==> src/rtl/tlc_pkg.sv <==
// Shared types and constants for the intersection phase scheduler.
// Holds phase state encodings, per-road light codes and the light decoder.
package tlc_pkg;

    typedef enum logic [2:0] {
        IDLE   = 3'd0,
        GREEN  = 3'd1,
        YELLOW = 3'd2,
        CLEAR  = 3'd3,
        EMG    = 3'd4
    } state_t;

    localparam logic [2:0]  RED       = 3'b100;
    localparam logic [2:0]  YEL       = 3'b010;
    localparam logic [2:0]  GRN       = 3'b001;
    localparam int          NUM_ROADS = 4;
    localparam logic [11:0] ALL_RED   = 12'h924;

    // Only the active road may show a non-red aspect.
    function automatic logic [11:0] decode_lights(
        input state_t     s,
        input logic [1:0] road
    );
        logic [11:0] l;
        logic [2:0]  c;
        l = ALL_RED;
        unique case (s)
            GREEN,
            EMG:     c = GRN;
            YELLOW:  c = YEL;
            default: c = RED;
        endcase
        l[road*3 +: 3] = c;
        return l;
    endfunction

endpackage

==> src/rtl/rr_pick4.sv <==
// Four-way round-robin picker: first set req bit after 'last'.
// Ports: req (requests), last (last served) -> grant (index), any (request seen).
module rr_pick4 (
    input  logic [3:0] req,
    input  logic [1:0] last,
    output logic [1:0] grant,
    output logic       any
);

    logic [1:0] w_idx;

    // Scan last+1 .. last+4; the final step revisits 'last' itself.
    always_comb begin
        grant = last;
        any   = 1'b0;
        w_idx = last;
        for (int k = 1; k <= 4; k++) begin
            w_idx = last + 2'(k);
            if (!any && req[w_idx]) begin
                grant = w_idx;
                any   = 1'b1;
            end
        end
    end

endmodule

==> src/rtl/intersection_phase_scheduler.sv <==
// Four-approach green/yellow/all-red phase scheduler with emergency preempt.
// Ports: clk (1 Hz tick), rst (async active-low), vehicle_detect[3:0],
//   emg_req, emg_road[1:0] -> lights[11:0], active_road[1:0], state[2:0],
//   counter[CNT_W-1:0], emg_ack.
import tlc_pkg::*;

module intersection_phase_scheduler #(
    parameter int GREEN_MIN = 10,
    parameter int GREEN_MAX = 30,
    parameter int YELLOW_T  = 3,
    parameter int ALLRED_T  = 2,
    parameter int CNT_W     = 6
) (
    input  logic             clk,
    input  logic             rst,
    input  logic [3:0]       vehicle_detect,
    input  logic             emg_req,
    input  logic [1:0]       emg_road,
    output logic [11:0]      lights,
    output logic [1:0]       active_road,
    output logic [2:0]       state,
    output logic [CNT_W-1:0] counter,
    output logic             emg_ack
);

    localparam int ROAD_W = $clog2(NUM_ROADS);

    localparam logic [CNT_W-1:0] CNT_MAX  = '1;
    localparam logic [CNT_W-1:0] GMIN_M1  = CNT_W'(GREEN_MIN - 1);
    localparam logic [CNT_W-1:0] GMAX_M1  = CNT_W'(GREEN_MAX - 1);
    localparam logic [CNT_W-1:0] YEL_M1   = CNT_W'(YELLOW_T - 1);
    localparam logic [CNT_W-1:0] ARED_M1  = CNT_W'(ALLRED_T - 1);

    state_t              r_state;
    logic [CNT_W-1:0]    r_counter;
    logic [ROAD_W-1:0]   r_active;
    logic [ROAD_W-1:0]   r_last;
    logic [ROAD_W-1:0]   r_emg_road;
    logic                r_pend;
    logic                r_emg_ack;

    logic [ROAD_W-1:0]   w_grant;
    logic                w_any;
    logic                w_other;
    logic [CNT_W-1:0]    w_cnt_inc;
    logic [ROAD_W-1:0]   w_emg_tgt;

    rr_pick4 u_pick (
        .req   (vehicle_detect),
        .last  (r_last),
        .grant (w_grant),
        .any   (w_any)
    );

    // Saturation only matters in IDLE/EMG; timed phases end well below it.
    assign w_cnt_inc = (r_counter == CNT_MAX) ? r_counter
                                              : r_counter + 1'b1;

    assign w_other = |(vehicle_detect & ~(4'b0001 << r_active));

    // A preempt honoured earlier keeps its latched road.
    assign w_emg_tgt = r_pend ? r_emg_road : emg_road;

    always_ff @(posedge clk or negedge rst) begin
        if (!rst) begin
            r_state    <= IDLE;
            r_counter  <= '0;
            r_active   <= '0;
            r_last     <= 2'd3;
            r_emg_road <= '0;
            r_pend     <= 1'b0;
            r_emg_ack  <= 1'b0;
        end else begin
            unique case (r_state)
                IDLE: begin
                    if (emg_req) begin
                        r_state    <= EMG;
                        r_counter  <= '0;
                        r_active   <= emg_road;
                        r_emg_road <= emg_road;
                        r_emg_ack  <= 1'b1;
                    end else if (w_any) begin
                        r_state   <= GREEN;
                        r_counter <= '0;
                        r_active  <= w_grant;
                        r_last    <= w_grant;
                    end else begin
                        r_counter <= w_cnt_inc;
                    end
                end
                GREEN: begin
                    if (emg_req && emg_road == r_active) begin
                        r_state    <= EMG;
                        r_counter  <= '0;
                        r_emg_road <= emg_road;
                        r_emg_ack  <= 1'b1;
                    end else if (emg_req) begin
                        r_state    <= YELLOW;
                        r_counter  <= '0;
                        r_pend     <= 1'b1;
                        r_emg_road <= emg_road;
                    end else if (r_counter >= GMIN_M1 &&
                                 (w_other ||
                                  !vehicle_detect[r_active] ||
                                  r_counter == GMAX_M1)) begin
                        r_state   <= YELLOW;
                        r_counter <= '0;
                    end else begin
                        r_counter <= w_cnt_inc;
                    end
                end
                YELLOW: begin
                    if (emg_req && !r_pend) begin
                        r_pend     <= 1'b1;
                        r_emg_road <= emg_road;
                    end
                    if (r_counter == YEL_M1) begin
                        r_state   <= CLEAR;
                        r_counter <= '0;
                    end else begin
                        r_counter <= w_cnt_inc;
                    end
                end
                CLEAR: begin
                    if (r_counter == ARED_M1) begin
                        r_counter <= '0;
                        if (r_pend || emg_req) begin
                            r_state    <= EMG;
                            r_active   <= w_emg_tgt;
                            r_emg_road <= w_emg_tgt;
                            r_emg_ack  <= 1'b1;
                        end else if (w_any) begin
                            r_state  <= GREEN;
                            r_active <= w_grant;
                            r_last   <= w_grant;
                        end else begin
                            r_state <= IDLE;
                        end
                    end else begin
                        r_counter <= w_cnt_inc;
                    end
                end
                EMG: begin
                    if (!emg_req) begin
                        r_state   <= YELLOW;
                        r_counter <= '0;
                        r_active  <= r_emg_road;
                        r_last    <= r_emg_road;
                        r_pend    <= 1'b0;
                        r_emg_ack <= 1'b0;
                    end else begin
                        r_counter <= w_cnt_inc;
                    end
                end
                default: begin
                    r_state   <= IDLE;
                    r_counter <= '0;
                end
            endcase
        end
    end

    assign lights      = decode_lights(r_state, r_active);
    assign active_road = r_active;
    assign state       = r_state;
    assign counter     = r_counter;
    assign emg_ack     = r_emg_ack;

endmodule

==> config.mk <==
export PLATFORM = sky130hd
export DESIGN_NAME = intersection_phase_scheduler
export DESIGN_NICKNAME = d
export VERILOG_FILES = /design/src/rtl/tlc_pkg.sv /design/src/rtl/rr_pick4.sv /design/src/rtl/intersection_phase_scheduler.sv
export SDC_FILE = /design/constraint.sdc
export NUM_CORES = 1
export LEC_CHECK = 0
export ABC_AREA = 0
export CORE_MARGIN = 2
export CORE_UTILIZATION = 35
export CTS_CLUSTER_DIAMETER = 120
export DETAILED_ROUTE_END_ITERATION = 10
export GPL_TIMING_DRIVEN = 0
export PLACE_DENSITY_LB_ADDON = 0.08
export REMOVE_ABC_BUFFERS = 1
export SLEW_MARGIN = 20
export SYNTH_ARGS = -nofsm -noshare
export SYNTH_HDL_FRONTEND = slang
export SYNTH_SLANG_ARGS = --single-unit
==> constraint.sdc <==
create_clock -name clk -period 2.4 [get_ports clk]
set_input_delay 0.36 -clock clk [delete_from_list [all_inputs] [get_ports clk]]
set_output_delay 0.36 -clock clk [all_outputs]
set_load 0.01 [all_outputs]
* Word level (Yosys, flattened, before mapping) *
Cells that the tools add are included.

storage, ports and cells
  logic and storage cells = 143
  input bits = 9
  output and inout bits = 24
  register bits = 17

operators by class
  bitwise gates (word level) = 5
  equality and inequality tests = 22
  $add $sub $neg = 5
  multipliers = 1
  $lt $le $gt $ge = 6
  reduce and logical (&&, ||, !) cells = 27
  multiplexer cells = 67
  shift operators = 3

operators by type and width
  kind                                                                      number
  6-bit 2-to-1 mux                                                          9
  2-bit 2-to-1 mux                                                          19
  4-bit negator with 34-bit output                                          1
  3-bit by 34-bit variable shift with 12-bit output (first input constant)  1
  3-bit by 34-bit variable part select with 12-bit output                   1
  6-bit case mux with 5 select lines                                        1
  3-bit 2-to-1 mux                                                          9
  2-bit inequality test (second input constant)                             11
  1-bit 2-to-1 mux                                                          17
  2-bit by 3-bit < comparator with 1-bit output (second input constant)     5
  3-bit case mux with 5 select lines                                        1
  5-bit AND reduction                                                       3
  2-bit case mux with 3 select lines                                        2
  1-bit binary-select mux with 2-bit select                                 5
  8-bit AND                                                                 1
  4-bit NOT                                                                 2
  2-bit case mux with 4 select lines                                        1
  4-bit nonzero test                                                        2
  6-bit by 1-bit adder with 6-bit output (second input constant)            1
  3-bit by 2-bit equality test with 1-bit output (second input constant)    2
  6-bit by 1-bit equality test with 1-bit output (second input constant)    1
  6-bit by 2-bit equality test with 1-bit output (second input constant)    1
  6-bit by 5-bit equality test with 1-bit output (second input constant)    1
  6-bit equality test (second input constant)                               1
  25 further kinds                                                          38

* Depth between registers and ports, before layout *
  word-level depth = 17
  mapped depth = 8
  mapped depth without buffers = 7

* Modules after synthesis *
From an unflattened synthesis, not the netlist that was laid out.

second synthesis, totals
  cells, all modules = 174
  area, all modules = 1468.9 um^2

modules (own cells, without submodules)
  module                        seq. area each (um^2)  area an instance (um^2)  cells an instance  times used
  intersection_phase_scheduler  427.9                  1386.3                   160                1
  rr_pick4                      0.0                    82.6                     14                 1

* Worst setup path after synthesis *
OpenSTA, ideal clock, no wires.

  kind = register -> output
  from = register r_active[0] (netlist: active_road[0])
  to = output port lights[11]
  buffers on the path = 1
  data arrival time = 1604 ps
  setup slack = 436 ps
  required time = 2040 ps
  cell stages (with the launch flop) = 7
  cells stage by stage = dfrtp_1 -> buf_6 -> inv_1 -> ha_1 -> nor3_1 -> inv_1 -> o21ai_0

between the ends
  longest elaborated chain between the ends = 5
  elaborated cells on any way between the ends = 6
  those cells by class = add/sub: 1; mul: 1; shift: 2; bitwise: 2

ends and longest elaborated chain
  element                                            RTL line                             RTL
  from (decl)                                        intersection_phase_scheduler.sv:36   logic [ROAD_W-1:0] r_active;
  from (signal assigned)                             intersection_phase_scheduler.sv:79   r_active <= emg_road;
  from (signal assigned)                             intersection_phase_scheduler.sv:85   r_active <= w_grant;
  from (signal assigned)                             intersection_phase_scheduler.sv:129  r_active <= w_emg_tgt;
  2-bit by 2-bit multiplier with 4-bit output *      tlc_pkg.sv:33                        l[road*3 +: 3] = c;
  4-bit negator with 34-bit output *                 tlc_pkg.sv:33
  3-bit by 34-bit variable shift with 12-bit output  tlc_pkg.sv:33
  4-bit NOT (no line)                                --
  4-bit OR (no line) *                               --
  to (decl)                                          intersection_phase_scheduler.sv:19   output logic [11:0] lights,

Every way passes the cells marked *; elsewhere a longest branch is shown, timed or not.

* Worst setup path in the final report *
  from = register r_state[2] (netlist: state[2])
  to = output port lights[1]

between the ends
  longest elaborated chain between the ends = 5
  elaborated cells on any way between the ends = 7
  those cells by class = eq/ne: 3; shift: 1; mux: 1; bitwise: 1; reduce/logical: 1

ends and longest elaborated chain
  element                                                                                RTL line                            RTL
  from (decl)                                                                            intersection_phase_scheduler.sv:34  state_t r_state;
  from (signal assigned)                                                                 intersection_phase_scheduler.sv:66  r_state <= IDLE;
  from (signal assigned)                                                                 intersection_phase_scheduler.sv:77  r_state <= EMG;
  from (signal assigned)                                                                 intersection_phase_scheduler.sv:83  r_state <= GREEN;
  3-bit by 1-bit equality test with 1-bit output or 3-bit equality test (tied branches)  tlc_pkg.sv:27                       unique case (s)
  2-bit OR reduction                                                                     tlc_pkg.sv:27
  3-bit case mux with 2 select lines *                                                   tlc_pkg.sv:27
  3-bit by 34-bit variable part select with 12-bit output *                              tlc_pkg.sv:33
  8-bit AND (no line) *                                                                  --

Marks and branches as above.

==> impl_metrics.py <==
metrics = {
    "timing": {
        "slew_headroom_pct": 47.0,
        "worst_pin_slew_ps": 792,
        "setup_viol": 0,
        "final.setup.tns_ps": 0,
        "rsz0062_at_grt": "yes",
        "maxSlewViolCount": 0,
        "fin_crit_sh_pct": 98.0,
        "timing.hold.ws_ps": 512,
        "max_freq_ghz": 0.425,
        "period_needed_ps": 2350,
        "worst_clock_skew_ps": 6.29,
        "final_hold_viol_count": 0,
    },
    "finish": {
        "fill_cells": 420,
        "area_growth_pct": 30.8,
        "final_util_pct": 47.9,
        "drive_above_1_share_pct": 19.3,
        "antenna_cells": 0,
        "final_nets": 252,
        "design_area_mm2": 0.00210,
    },
    "power_and_ir_drop": {
        "power_density_mw_per_mm2": 1170,
        "ir_worst_vdd_v": 0.000424,
        "p_total_mw": 2.46,
        "p_leak_nw": 0.911,
    },
    "synthesis": {
        "yosysSeqAreaShare_pct": 26.7,
        "netlist.area_leader.share_pct": 23.4,
        "async_flop_share_pct": 100,
        "yosysWarnings": 0,
        "avgSynthCellArea_um2": 8.27,
        "ys_seq_elements": 17,
        "synth_cells": 194,
        "yosys.area.top_type": "dfrtp_1",
        "syn_area_mm2": 0.00160,
        "synth_edf_count": 0,
        "synth_cell_type_count": 54,
        "ys_top_cells_by_area": "dfrtp_1 23%, ha_1 7.0%, nor2_1 5.4%, a21oi_1 4.7%, inv_1 4.0%",
        "synth_ff_type": "dfrtp_1",
    },
    "hold_path": {
        "hold_depth": 1,
        "worstHoldEndpoint": "emg_ack$_DFFE_PN0P_",
        "hp-start": "emg_ack$_DFFE_PN0P_",
        "hp-class": "reg -> reg",
    },
    "drt": {
        "drc_errors": 0,
        "drt_pass1_iterations": 4,
        "dr_total_vias": 1538,
        "wirelength_um": 3970,
        "wl_per_cell_um": 13.9,
        "drtIter0Drc": 88,
        "drt.antenna.violating_nets": 0,
        "viasPerCell": 5.40,
    },
    "clocking": {
        "clockRootBuffer": "clkbuf_8",
        "cts.path.max_buffers": 2,
        "clk_latency_ps": 250,
        "path_clk_slew_ps": 70,
        "clock-sinks": 17,
        "cts_buffers": 3,
        "cts_tree": "done",
        "cts_max_level": 1,
    },
    "grt": {
        "grt_pass1_wl_um": 6730,
        "antenna_found_initial": 0,
        "grt_pass1_vias": 1442,
        "grt_usage_pct": 16.1,
        "grt_start_max_net_pins": 19,
        "grt_overflow_total": 0,
    },
    "critical_path": {
        "cp-start-kind": "register",
        "worst_r2r_path_depth": 7,
        "worstPathRequired_ps": 2040,
        "r2r-end": "state[2]$_DFFE_PN0P_",
        "critPathKind": "reg -> out",
        "regToRegSetupSlack_ps": 490,
        "crit_path_end_kind": "output port",
        "crit_arrival_ps": 1990,
        "startpoint": "state[2]$_DFFE_PN0P_",
        "r2r-start": "counter[1]$_DFF_PN0_",
        "cp_max_fo": 12,
    },
    "floorplan": {
        "num_io_pins": 33,
        "rows": 24,
        "dieArea_mm2": 0.00514,
        "coreArea_mm2": 0.00438,
        "fp.dieH_um": 71.7,
        "fp.dieW_um": 71.7,
        "initial_utilization_pct": 36.6,
    },
    "placed_design": {
        "place_hpwl_um": 2970,
        "place.gp.congestion": 0.888,
        "place_area_mm2": 0.00193,
        "portBuffers": 32,
    },
    "outcome": {
        "status": "finished clean",
    },
    "run": {
        "maxCapViolations": 0,
    },
}
## critical path, cell delays in order (launching register included)
cell and delay [ps]:
dfrtp_2 500, and2b_2 300, nand2_1 120, nor4_1 220, clkdlybuf4s50_1 590
## cell type report
type | instances | area, µm² | share of cell area, %
clock inverter | 1 | 5.00 | 0.239
timing repair buffer | 42 | 404 | 19.3
tap | 52 | 65.1 | 3.10
sequential | 17 | 434 | 20.7
multi-input combinational | 153 | 1080 | 51.7
inverter | 17 | 63.8 | 3.04
clock buffer | 3 | 41.3 | 1.97
## worst max-delay path by stage
stage	to	slack, ps	cells past startpoint
global placement	lights[11]	-200	6
detailed placement	lights[11]	-250	6
floorplan	lights[11]	360	5
CTS	lights[1]	0.9	4
global route	lights[1]	-60	4
finish	lights[1]	50	4
## per-stage QoR
| stage | setup WS, ps | std cells |
|---|---|---|
| CTS | 0.926 | 282 |
| finish | 47.2 | 285 |
| global placement | -203 | 271 |
| detailed placement | -246 | 271 |
| global route | -60.2 | 285 |
| floorplan | 355 | 187 |
## metal layers
layer | global-route usage, % | vias up | part of all wire [%]
met5 | 0 | - | 0
met4 | 4.19 | 0 | 0.86
met3 | 2.39 | 4 | 4.3
met2 | 23.8 | 37 | 43
met1 | 24.4 | 716 | 51
li1 | - | 781 | -
## power by group
part	leakage (nW)	switching (mW)	internal, mW
logic	0.685	0.883	0.812
registers	0.201	0.133	0.418
clock network	0.0255	0.102	0.115
## placed cells by master (no fill, tap or decap), types with 4 or more instances in the layout
cell type	n
a211oi_1	4
a21oi_1	15
buf_4	10
clkdlybuf4s50_1	27
dfrtp_1	10
dfrtp_2	5
dlymetal6s2s_1	4
ha_1	8
inv_1	15
nand2_1	16
nand2b_1	8
nand3_1	5
nor2_1	23
o21ai_0	9
o31ai_1	5
xnor2_1	4
## sequential cells by signal (all words and copies together) (netlist names)
register / flops
counter: 6
state: 3
active_road: 2
r_emg_road: 2
r_last: 2
emg_ack: 1
r_pend: 1
## cells in the mapped netlist, types with 3 or more instances
library cell,instances
nor2_1,23
inv_1,17
nand2_1,16
a21oi_1,15
dfrtp_1,15
ha_1,9
o21ai_0,9
nand2b_1,8
nand3_1,5
o31ai_1,5
xnor2_1,5
a211oi_1,4
nor3_1,4
a31oi_1,3
buf_6,3
clkbuf_1,3
mux2_2,3
nor4_1,3
o22ai_1,3
## cells by family after synthesis
group,count (synthesis),share of synthesized area (%)
multiplexers,4,3.51
buffers and inverters,24,7.64
XOR/XNOR,6,3.28
AO/OA/AOI/OAI,57,23.9
AND/OR/NAND/NOR,77,27.9
flip-flops,17,26.7
adder cells (fa/ha/maj),9,7.02
## what timing repair did
action	CTS	global route
resized for setup	9	8
endpoints found under the setup margin	12	10
hold buffers	0	0
setup buffers	7	3
pin swaps	1	0
hold endpoints to repair	0	0
(Power assumes the default switching activity.)
